## src/rtl/pc_sequencer.sv

```systemverilog
// pc_sequencer: next-PC selection with a circular return-address stack for JAL/JR $ra prediction.
module pc_sequencer #(
    parameter int              XLEN         = 32,
    parameter int              STEP         = 1,
    parameter logic [XLEN-1:0] RESET_VECTOR = '0,
    parameter logic [XLEN-1:0] EXC_VECTOR   = 32'h80,
    parameter int              RAS_DEPTH    = 4
) (
    input  logic            clk,
    input  logic            rst_n,
    input  logic            stall,
    input  logic            exc,
    input  logic [1:0]      pc_src,
    input  logic            is_link,
    input  logic            is_ret,
    input  logic [15:0]     imm16,
    input  logic [25:0]     addr26,
    input  logic [XLEN-1:0] rs_val,
    output logic [XLEN-1:0] pc,
    output logic [XLEN-1:0] pc_plus,
    output logic            link_we,
    output logic [XLEN-1:0] link_val,
    output logic [XLEN-1:0] ras_top,
    output logic            ras_empty,
    output logic            ras_miss,
    output logic            ras_ovf,
    output logic            ras_unf
);
    localparam int PW = $clog2(RAS_DEPTH);
    localparam int CW = $clog2(RAS_DEPTH + 1);

    logic [XLEN-1:0] ras [RAS_DEPTH];
    logic [PW-1:0]   ptr;
    logic [CW-1:0]   cnt;
    logic            push, pop, full;
    logic [XLEN-1:0] sx, br_tgt, j_tgt, pc_next;

    assign pc_plus   = pc + XLEN'(STEP);
    assign link_val  = pc_plus;
    assign sx        = {{(XLEN-16){imm16[15]}}, imm16};
    assign br_tgt    = pc_plus + (STEP == 4 ? {sx[XLEN-3:0], 2'b00} : sx);
    assign j_tgt     = STEP == 4 ? {pc_plus[XLEN-1:28], addr26, 2'b00} : {pc_plus[XLEN-1:26], addr26};
    assign link_we   = pc_src == 2'b01 && is_link && !stall && !exc;
    assign push      = link_we;
    assign pop       = pc_src == 2'b11 && is_ret && !stall && !exc;
    assign ras_empty = cnt == '0;
    assign full      = cnt == CW'(RAS_DEPTH);
    // ptr names the next free slot, so the top entry sits one below it
    assign ras_top   = ras_empty ? '0 : ras[ptr - PW'(1)];

    always_comb begin
        pc_next = exc             ? EXC_VECTOR :
                  stall           ? pc         :
                  pc_src == 2'b00 ? pc_plus    :
                  pc_src == 2'b10 ? br_tgt     :
                  pc_src == 2'b01 ? j_tgt      : rs_val;
    end

    always_ff @(posedge clk or negedge rst_n) begin
        if (!rst_n) begin
            pc       <= RESET_VECTOR;
            ptr      <= '0;
            cnt      <= '0;
            ras_miss <= 1'b0;
            ras_ovf  <= 1'b0;
            ras_unf  <= 1'b0;
        end else begin
            pc       <= pc_next;
            ptr      <= push ? ptr + PW'(1) : (pop && !ras_empty) ? ptr - PW'(1) : ptr;
            cnt      <= push ? (full ? cnt : cnt + CW'(1)) : (pop && !ras_empty) ? cnt - CW'(1) : cnt;
            ras_ovf  <= push && full;
            ras_unf  <= pop && ras_empty;
            ras_miss <= pop && (ras_empty || ras_top != rs_val);
        end
    end

    // When full, the free slot is the oldest entry, so a push overwrites it naturally
    always_ff @(posedge clk) begin
        if (push) ras[ptr] <= pc_plus;
    end
endmodule
```

## config.mk

```make
export PLATFORM = sky130hd
export DESIGN_NAME = pc_sequencer
export DESIGN_NICKNAME = d
export VERILOG_FILES = /design/src/rtl/pc_sequencer.sv
export SDC_FILE = /design/constraint.sdc
export NUM_CORES = 1
export LEC_CHECK = 0
export BUFFER_PORTS_ARGS = -buffer_cell sky130_fd_sc_hd__buf_2
export CORE_ASPECT_RATIO = 1.1
export CORE_UTILIZATION = 52
export CTS_BUF_LIST = sky130_fd_sc_hd__clkbuf_4 sky130_fd_sc_hd__clkbuf_8
export CTS_CLUSTER_DIAMETER = 30
export DETAILED_ROUTE_END_ITERATION = 12
export GPL_TIMING_DRIVEN = 0
export PLACE_DENSITY = 0.88
export SYNTH_ARGS = -nofsm -noshare
export SYNTH_HDL_FRONTEND = slang
export SYNTH_SLANG_ARGS = --single-unit
```

## constraint.sdc

```tcl
create_clock -name clk -period 3.94 [get_ports clk]
set_input_delay 0.197 -clock clk [delete_from_list [all_inputs] [get_ports clk]]
set_output_delay 0.197 -clock clk [all_outputs]
set_load 0.005 [all_outputs]
```

==> impl_metrics.json, run 1 <==
{
  "min_period_ps": 4110,
  "hpwl_mm": 25.2,
  "die-area_um2": 20600,
  "crit_path_end_kind": "flop",
  "synthTopCellsByArea": "edfxtp_1 37%, mux4_2 9.9%, dfrtp_1 9.6%, xnor2_1 5.4%, ha_1 5.2%",
  "dp_slack_ps": -673,
  "grt_busiest_layer": "met2",
  "num_vias": 9249,
  "cts_tree": "yes",
  "layout_setup_ws_ps": -166,
  "ioPinCount": 215,
  "postSynthRegisterBits": 168,
  "p_total_uw": 6540,
  "drcViolationCount": 0,
  "cp.arrival_ps": 4460,
  "grt_antenna_before_repair": 1,
  "synthDistinctLibCells": 67,
  "rsz0062_at_grt": "true",
  "clock_latency_ps": 490,
  "synthArstFlopShare": 0.238,
  "wl_per_cell_um": 25.5,
  "clk_pin_slew_worst_paths_ps": 100,
  "met2_usage": 0.517,
  "io_buffers": 213,
  "tightest_slew_ps": 1070,
  "fin_skew_ps": 13.4,
  "ant_nets": 0,
  "min_period_over_period": 1.04,
  "cp.required_ps": 4290,
  "hp-class": "input pin to flop",
  "synth_area_um2": 10400,
  "worstPathMaxFanout": 8,
  "totalWireLength_mm": 35.9,
  "power_density_nw_per_um2": 494,
  "layout-drive-gt1-share": 0.400,
  "hold_ws_ps": 56.7,
  "hold_violations": 0,
  "die_y_um": 150,
  "ctsRootBufferMaster": "clkbuf_8",
  "core_area_um2": 19400,
  "irDropWorstVdd_mv": 0.267,
  "initial_core_util": 0.538,
  "synth_edf_count": 128,
  "drt_iter0_markers": 1274,
  "yosys_warnings": 0,
  "netlist_instances": 879,
  "gp_congestion": 0.997,
  "outcome": "complete, but fails checks",
  "violations": "setup timing",
  "clockBufferDepth": 2,
  "power.leakage_uw": 0.00553,
  "cts_sinks": 168,
  "finalInstanceArea_um2": 13200,
  "grtUsageTotal": 0.343,
  "firstDrtPassIters": 5,
  "fp.dieW_um": 137,
  "clock.fmax_ghz": 0.244,
  "ys.flop_type": "edfxtp_1",
  "yosys.area.top_type": "edfxtp_1",
  "syn_nets": 1006,
  "numCtsBuffers": 17,
  "grt.overflow.total": 0,
  "rows": 53,
  "nNetsFinal": 1278,
  "first_global_vias": 8468,
  "grt_use_met3": 0.0896,
  "cts.htree.levels": 4,
  "viasPerCell": 6.55,
  "synth_area_per_cell_um2": 11.9,
  "worstSetupStartpointType": "flop",
  "crit_type": "flop to flop",
  "grt_pass1_wl_mm": 50.1,
  "max-slew-margin-rel": 0.288,
  "syn_to_final_growth_pct": 26.9,
  "yosysSeqAreaShare": 0.465,
  "final_max_slew_viol_count": 0,
  "synth_top_cell_area_share": 0.369,
  "grt_max_degree": 41,
  "setup_viol": 2,
  "met1_usage": 0.440,
  "maxCapViolCount": 0,
  "placed_area_um2": 11900
}
## layout by cell type, fill, tap and decap left out, types with 6 or more instances in the layout
cell / synthesis / layout
dfrtp_2: 0 / 8
buf_2: 5 / 216
xnor2_4: 1 / 15
dfrtp_1: 40 / 32
clkbuf_8: 0 / 18
inv_1: 22 / 22
a221oi_1: 7 / 6
mux4_2: 46 / 46
nor2_1: 61 / 54
nor3_1: 13 / 13
edfxtp_1: 128 / 128
o21a_1: 11 / 11
xor2_1: 20 / 16
nand3_1: 18 / 14
a21o_1: 16 / 16
and2_1: 40 / 35
xnor2_1: 64 / 45
buf_4: 33 / 67
a21oi_1: 58 / 51
nand2_1: 48 / 44
and3_1: 7 / 6
a211oi_1: 7 / 6
ha_4: 0 / 10
ha_1: 43 / 32
nor2b_1: 11 / 11
o21ai_0: 27 / 25
a21oi_2: 0 / 7
nand4_1: 20 / 20
clkbuf_1: 27 / 20
mux2i_1: 20 / 20
## flip-flops by register name, indices dropped and copies added (netlist names)
| name | cells |
|---|---|
| cnt | 3 |
| ras_miss | 1 |
| pc | 32 |
| ras_unf | 1 |
| ptr | 2 |
| ras_ovf | 1 |
| ras | 128 |
## cell type report
type	count	area [um2]
Multi-Input combinational cell	619	5710
Timing Repair Buffer	256	1480
Antenna cell	1	2.50
Inverter	23	86.3
Clock buffer	20	263
Tap cell	247	309
Buffer	66	400
Clock inverter	12	119
Sequential cell	168	4850
Fill cell	1338	6140
## final timing paths
kind                                    start                 end  slack [ps]  cells past startpoint
hold reg to reg            cnt[2]$_DFFE_PN0P_  cnt[2]$_DFFE_PN0P_         540                      1
setup reg to reg            pc[3]$_DFFE_PN0P_  pc[17]$_DFFE_PN0P_        -170                     15
min in group asynchronous               rst_n  cnt[1]$_DFFE_PN0P_         450                      2
setup / recovery            pc[3]$_DFFE_PN0P_  pc[17]$_DFFE_PN0P_        -170                     15
hold / removal                         is_ret   ras_unf$_DFF_PN0_          60                      3
max in group asynchronous               rst_n   pc[4]$_DFFE_PN0P_        2760                      2
## cell families after synthesis
logic type                 share of synthesized area
DFF                                            0.465
AOI/OAI and AO/OA                              0.111
adders and majority gates                     0.0555
and+or+nand+nor                                0.129
muxes                                          0.120
xor gates and xnor gates                      0.0748
buffers and inverters                         0.0456
## cell usage after synthesis, types with 13 or more instances
library cell and count:
nand2_1 48, a21o_1 16, xnor2_1 64, nand3_1 18, nor3_1 13, buf_4 33, inv_1 22, xor2_1 20
nand4_1 20, o21ai_0 27, and2_1 40, edfxtp_1 128, ha_1 43, mux2i_1 20, nor2_1 61, a21oi_1 58
mux4_2 46, clkbuf_1 27, dfrtp_1 40
## worst max-delay path: stages (launching register included)
cell and delay [ps]:
dfrtp_1 380, buf_6 140, nand4_1 180, buf_4 190, or2_4 290, xnor2_2 390
ha_1 390, nand4_1 210, o21ai_0 320, nor3_1 100, a21oi_1 310, nor2b_1 160
xnor2_1 210, mux4_2 480, mux2i_1 140, nor2_1 60
## where the power goes
group / internal [uW] / switching (uW) / total [uW]
clock network: 539 / 702 / 1240
logic: 1420 / 1770 / 3190
registers: 2000 / 111 / 2110
total: 3950 / 2580 / 6540
## routing by layer
metal  wire, um  up-vias
li1           -     3812
met1      12500     4415
met2      16400      824
met3       4620      198
met4       2380        0
met5          0        -
## through the flow
stage,utilization,TNS [ps],cells
floorplan,-,0,879
global placement,0.610,-6190,1339
detailed placement,0.615,-7760,1343
CTS,0.655,0,1387
global route,0.683,-1050,1412
finish,0.683,-185,1412
## timing repair
action	4_1_cts	5_1_grt
endpoints found under the setup margin	51	19
pin swaps	8	28
buffers inserted	12	26
hold endpoints to repair	40	0
gates resized for setup	54	56
hold buffers	1	0
No activity file was read; power rests on OpenSTA's default activity.
==> run 2, diff against run 1 <==
SKIP_CTS_REPAIR_TIMING = 1   (was unset)
==> run 2 against run 1 <==
  * Wire length rose by 0.99%
  * Design area fell by 0.29%
  * Global-route usage fell by 1.1 points
  * The run still ends with setup timing left
  * Power fell by 0.25%
  * Non-clock buffer count fell by 2
  * First-iteration DRC count fell by 11%
==> impl_metrics.json, run 2 (synthesized netlist as in run 1, its figures left out) <==
{
  "tns_ps": -120,
  "first_global_vias": 8144,
  "crit_type": "flop to flop",
  "min_period_ps": 4000,
  "grt.overflow.total": 0,
  "final_max_slew_viol_count": 0,
  "layout_commonest_cell": "buf_2",
  "io_buffers": 213,
  "layout-drive-gt1-share": 0.398,
  "irDropWorstVdd_mv": 0.273,
  "fp.dieW_um": 137,
  "drcViolationCount": 0,
  "nNetsFinal": 1276,
  "ant_nets": 0,
  "finalInstanceArea_um2": 13200,
  "hpwl_mm": 25.2,
  "totalWireLength_mm": 36.3,
  "cts_sinks": 168,
  "max-slew-margin-rel": 0.286,
  "die-area_um2": 20600,
  "die_y_um": 150,
  "ctsRootBufferMaster": "clkbuf_8",
  "clock.fmax_ghz": 0.250,
  "firstDrtPassIters": 6,
  "clkPwrFrac": 0.189,
  "worstSetupStartpointType": "flop",
  "p_int_uw": 3950,
  "rsz0062_at_grt": "true",
  "ioPinCount": 215,
  "min_period_over_period": 1.01,
  "p_total_uw": 6520,
  "wl_per_cell_um": 25.7,
  "largest_reg_flops": 128,
  "num_vias": 9256,
  "cpMaxStageDelayCell": "or4_4",
  "cp.required_ps": 4370,
  "p_switching_uw": 2570,
  "crit_path_end_kind": "flop",
  "gp_congestion": 0.997,
  "setup_viol": 4,
  "grt_max_degree": 41,
  "slowest_delay_ps": 530,
  "outcome": "complete, but fails checks",
  "pwr-share-comb": 0.487,
  "drt_iter0_markers": 1128,
  "hp-class": "input pin to flop",
  "violations": "setup timing",
  "layout_common_cells": "216 x buf_2, 128 x edfxtp_1, 71 x buf_4",
  "clock_latency_ps": 490,
  "placed_area_um2": 11900,
  "grt_antenna_before_repair": 1,
  "grt_pass1_wl_mm": 48.5,
  "cts_tree": "yes",
  "fin_cells": 1411,
  "numCtsBuffers": 17,
  "clockBufferDepth": 2,
  "grtUsageTotal": 0.332,
  "rows": 53,
  "power.leakage_uw": 0.00550,
  "hold_violations": 0,
  "tightest_slew_ps": 1070,
  "maxCapViolCount": 0,
  "worstPathCellList": "buf_6 > nand4_1 > buf_4 > nor2_2 > nand4_1 > nor2_2 > xor2_2 > ha_4 > nand2_2 > or4_4 > o221ai_4 > a31oi_4 > o31ai_4 > buf_4 > a31oi_1 > or4b_1 > nand3_1",
  "cp.arrival_ps": 4420,
  "power_density_nw_per_um2": 495,
  "fin_skew_ps": 14.0,
  "initial_core_util": 0.538,
  "viasPerCell": 6.56,
  "layout_setup_ws_ps": -55.7,
  "worstPathMaxFanout": 6,
  "syn_to_final_growth_pct": 26.5,
  "dp_cells": 1343,
  "cts.htree.levels": 4,
  "clk_pin_slew_worst_paths_ps": 90,
  "seq_power_share": 0.323,
  "reg_top3": "ras x128, pc x32, cnt x3",
  "core_area_um2": 19400,
  "sw_frac_of_total": 0.395,
  "regMostFlops": "ras",
  "fillers": 1340
}
-- run 2: cell types whose count changed in the layout (fill, tap and decap cells not counted), moves of 2 or more --
cell and change:
buf_4 +4, buf_6 -4, nor2_1 +2, nor2_2 -2, xnor2_1 +2, xnor2_2 -3
-- run 2: through the flow --
stage,worst slack [ps],util,hold WS (ps)
CTS,-717,0.635,-109
global placement,-608,0.610,416
global route,-198,0.681,28.8
finish,-55.7,0.681,23.6
detailed placement,-673,0.615,407
floorplan,10.3,-,-98.6
-- run 2: power groups by stage --
stage          Combinational (uW)  Clock [uW]  Sequential [uW]
6_report                     3180        1230             2110
5_1_grt                      3340        1300             2110
4_1_cts                      2960        1230             2070
3_5_place_dp                 2950           0             2110
3_3_place_gp                 2890           0             2110
2_1_floorplan                1820           0             2100
-- run 2: area by class of cell --
cell class	instances	area, um2	share of cell area
Multi-Input combinational cell	619	5690	0.432
Sequential cell	168	4850	0.368
Timing Repair Buffer	256	1470	0.111
Buffer	64	388	0.0294
Tap cell	247	309	0.0234
Clock buffer	20	263	0.0199
Clock inverter	12	119	0.00902
Inverter	23	86.3	0.00655
Antenna cell	2	5.00	0.000380
-- run 2: path summary, 6_finish.rpt --
kind	from	to	slack, ps	cells after the start
hold / removal	is_ret	ras_unf$_DFF_PN0_	20	3
setup / recovery	pc[3]$_DFFE_PN0P_	pc[24]$_DFFE_PN0P_	-60	17
min in group asynchronous	rst_n	ptr[0]$_DFFE_PN0P_	470	2
hold reg to reg	cnt[2]$_DFFE_PN0P_	cnt[2]$_DFFE_PN0P_	540	1
max in group asynchronous	rst_n	pc[4]$_DFFE_PN0P_	2730	2
setup reg to reg	pc[3]$_DFFE_PN0P_	pc[24]$_DFFE_PN0P_	-60	17
-- run 2: metal layers --
| layer | global-route usage | wire [um] | part of all wire |
|---|---|---|---|
| met2 | 0.520 | 16600 | 0.46 |
| met1 | 0.434 | 12700 | 0.35 |
| met4 | 0.167 | 2430 | 0.067 |
| met5 | 0 | 0 | 0 |
| met3 | 0.0741 | 4510 | 0.12 |
-- run 2: critical path, delay by kind of cell (launching register included) --
kind | cells | cell delay (ps)
AND/OR/NAND/NOR | 8 | 1860
AO/OA/AOI/OAI | 4 | 650
buffers and inverters | 3 | 510
flip-flops | 1 | 390
XOR/XNOR | 1 | 310
adder cells (fa/ha/maj) | 1 | 220
==> run 3, diff against run 2 <==
CORE_MARGIN = 2   (was unset)
PLACE_DENSITY = 0.82   (was 0.88)
==> run 3 against run 2 <==
  * The run still ends with setup timing left
  * Die area rose by 2.8%
  * Cell count increased by 0.14%
  * Sequential power hardly changed
  * Critical path depth shrank 1
  * Critical endpoint is now pc[20]$_DFFE_PN0P_
==> impl_metrics.json, run 3 (synthesized netlist as in run 1, its figures left out) <==
{
  "worstPathCellList": "buf_6 > nand4_1 > buf_4 > nor4_4 > buf_6 > nand3_4 > xnor2_4 > ha_4 > nand2_4 > or4_4 > o221ai_4 > a31oi_4 > o31ai_4 > xor2_1 > mux4_2 > a22o_1",
  "power_density_nw_per_um2": 503,
  "hp-class": "input pin to flop",
  "layout_setup_ws_ps": -68.5,
  "drcViolationCount": 0,
  "crit_family": "simple AND/OR/NAND/NOR gates",
  "viasPerCell": 6.26,
  "io_buffers": 213,
  "tightest_slew_ps": 1020,
  "crit_buf_inv": 3,
  "numCtsBuffers": 17,
  "outcome": "complete, but fails checks",
  "ctsRootBufferMaster": "clkbuf_8",
  "regMostFlops": "ras",
  "worstPathMaxFanout": 4,
  "crit_path_end_kind": "flop",
  "irDropWorstVdd_mv": 0.273,
  "tns_ps": -68.5,
  "cp.required_ps": 4320,
  "hpwl_mm": 25.1,
  "cts_tree": "yes",
  "firstDrtPassIters": 5,
  "worstSetupStartpointType": "flop",
  "first_global_vias": 8099,
  "min_period_over_period": 1.02,
  "min_period_ps": 4010,
  "core_area_um2": 19700,
  "clock_latency_ps": 480,
  "min_to": "ras_unf$_DFF_PN0_",
  "cp.arrival_ps": 4380,
  "ant_nets": 0,
  "nNetsFinal": 1274,
  "rsz0062_at_grt": "true",
  "drt_iter0_markers": 945,
  "die-area_um2": 21200,
  "clock.fmax_ghz": 0.249,
  "layout_commonest_cell": "buf_2",
  "hold_start": "is_ret",
  "layout-drive-gt1-share": 0.391,
  "grt_pass1_wl_mm": 49.0,
  "rows": 54,
  "cts_sinks": 168,
  "power.leakage_uw": 0.00551,
  "cpMaxStageDelayCell": "or4_4",
  "grt.overflow.total": 0,
  "gp_congestion": 0.940,
  "maxCapViolCount": 0,
  "grt_max_degree": 41,
  "setup_viol": 1,
  "slowest_delay_ps": 490,
  "finalInstanceArea_um2": 13200,
  "grtUsageTotal": 0.310,
  "hold_violations": 0,
  "r2r-start": "pc[3]$_DFFE_PN0P_",
  "hold_depth": 3,
  "wl_per_cell_um": 24.6,
  "r2r_setup_slack_ps": -70,
  "placed_area_um2": 11900,
  "final_max_slew_viol_count": 0,
  "violations": "setup timing",
  "grt_antenna_before_repair": 2,
  "num_vias": 8852,
  "layout_common_cells": "216 x buf_2, 128 x edfxtp_1, 67 x buf_4",
  "ioPinCount": 215,
  "largest_reg_flops": 128,
  "clk_pin_slew_worst_paths_ps": 90,
  "max-slew-margin-rel": 0.319,
  "r2r_cells": 16,
  "crit_type": "flop to flop",
  "reg_top3": "ras x128, pc x32, cnt x3",
  "utilization": 0.669,
  "syn_to_final_growth_pct": 26.7,
  "clockBufferDepth": 2,
  "cts.htree.levels": 4,
  "reg2reg_to": "pc[20]$_DFFE_PN0P_",
  "fin_skew_ps": 12.3,
  "fp.dieW_um": 139,
  "die_y_um": 152,
  "path_common_cell": "buf_6",
  "initial_core_util": 0.528,
  "totalWireLength_mm": 34.7
}
[run 3: per-layer routing]
metal	vias to the layer above	wire, um	global-route usage
met3	112	3720	0.0625
met4	2	1510	0.129
met2	608	16500	0.500
met5	-	11	0
li1	3804	-	-
met1	4326	13000	0.414
[run 3: where the power goes]
part           internal (uW)  leakage (uW)  switching (uW)
Clock                    722      0.000210             677
Sequential              2000       0.00168             114
Combinational           1400       0.00362            1720
Total                   4120       0.00551            2510
[run 3: metrics by stage]
step           hold WS [ps]  std cells  setup WS [ps]  power (uW)
2_1_floorplan         -98.6        879           10.3        3920
3_3_place_gp            403       1344           -736        5010
3_5_place_dp            398       1348           -834        5080
4_1_cts                -105       1380           -875        6450
5_1_grt                55.1       1412           -134        6880
6_report               40.0       1413          -68.5        6630
[run 3: tightest hold or removal path, cell delays in order]
cell,delay [ps]
buf_2,120
nand3_1,120
nor2_1,50
[run 3: layout make-up]
cell class                 instances  area, um2
multi-input combinational        619       5680
timing repair buffer             252       1430
sequential                       168       4850
antenna                            1       2.50
clock inverter                    11        174
tap                              252        315
fill                            1453       6530
clock buffer                      21        264
buffer                            66        395
inverter                          23       86.3
[run 3: worst max-delay path by stage]
stage / start / to / depth (start not counted)
3_5_place_dp: ptr[0]$_DFFE_PN0P_ / ras_miss$_DFF_PN0_ / 12
3_3_place_gp: pc[0]$_DFFE_PN0P_ / pc[20]$_DFFE_PN0P_ / 14
2_1_floorplan: pc[2]$_DFFE_PN0P_ / pc[20]$_DFFE_PN0P_ / 15
4_1_cts: ptr[0]$_DFFE_PN0P_ / ras_miss$_DFF_PN0_ / 12
6_report: pc[3]$_DFFE_PN0P_ / pc[20]$_DFFE_PN0P_ / 16
5_1_grt: pc[3]$_DFFE_PN0P_ / pc[20]$_DFFE_PN0P_ / 16
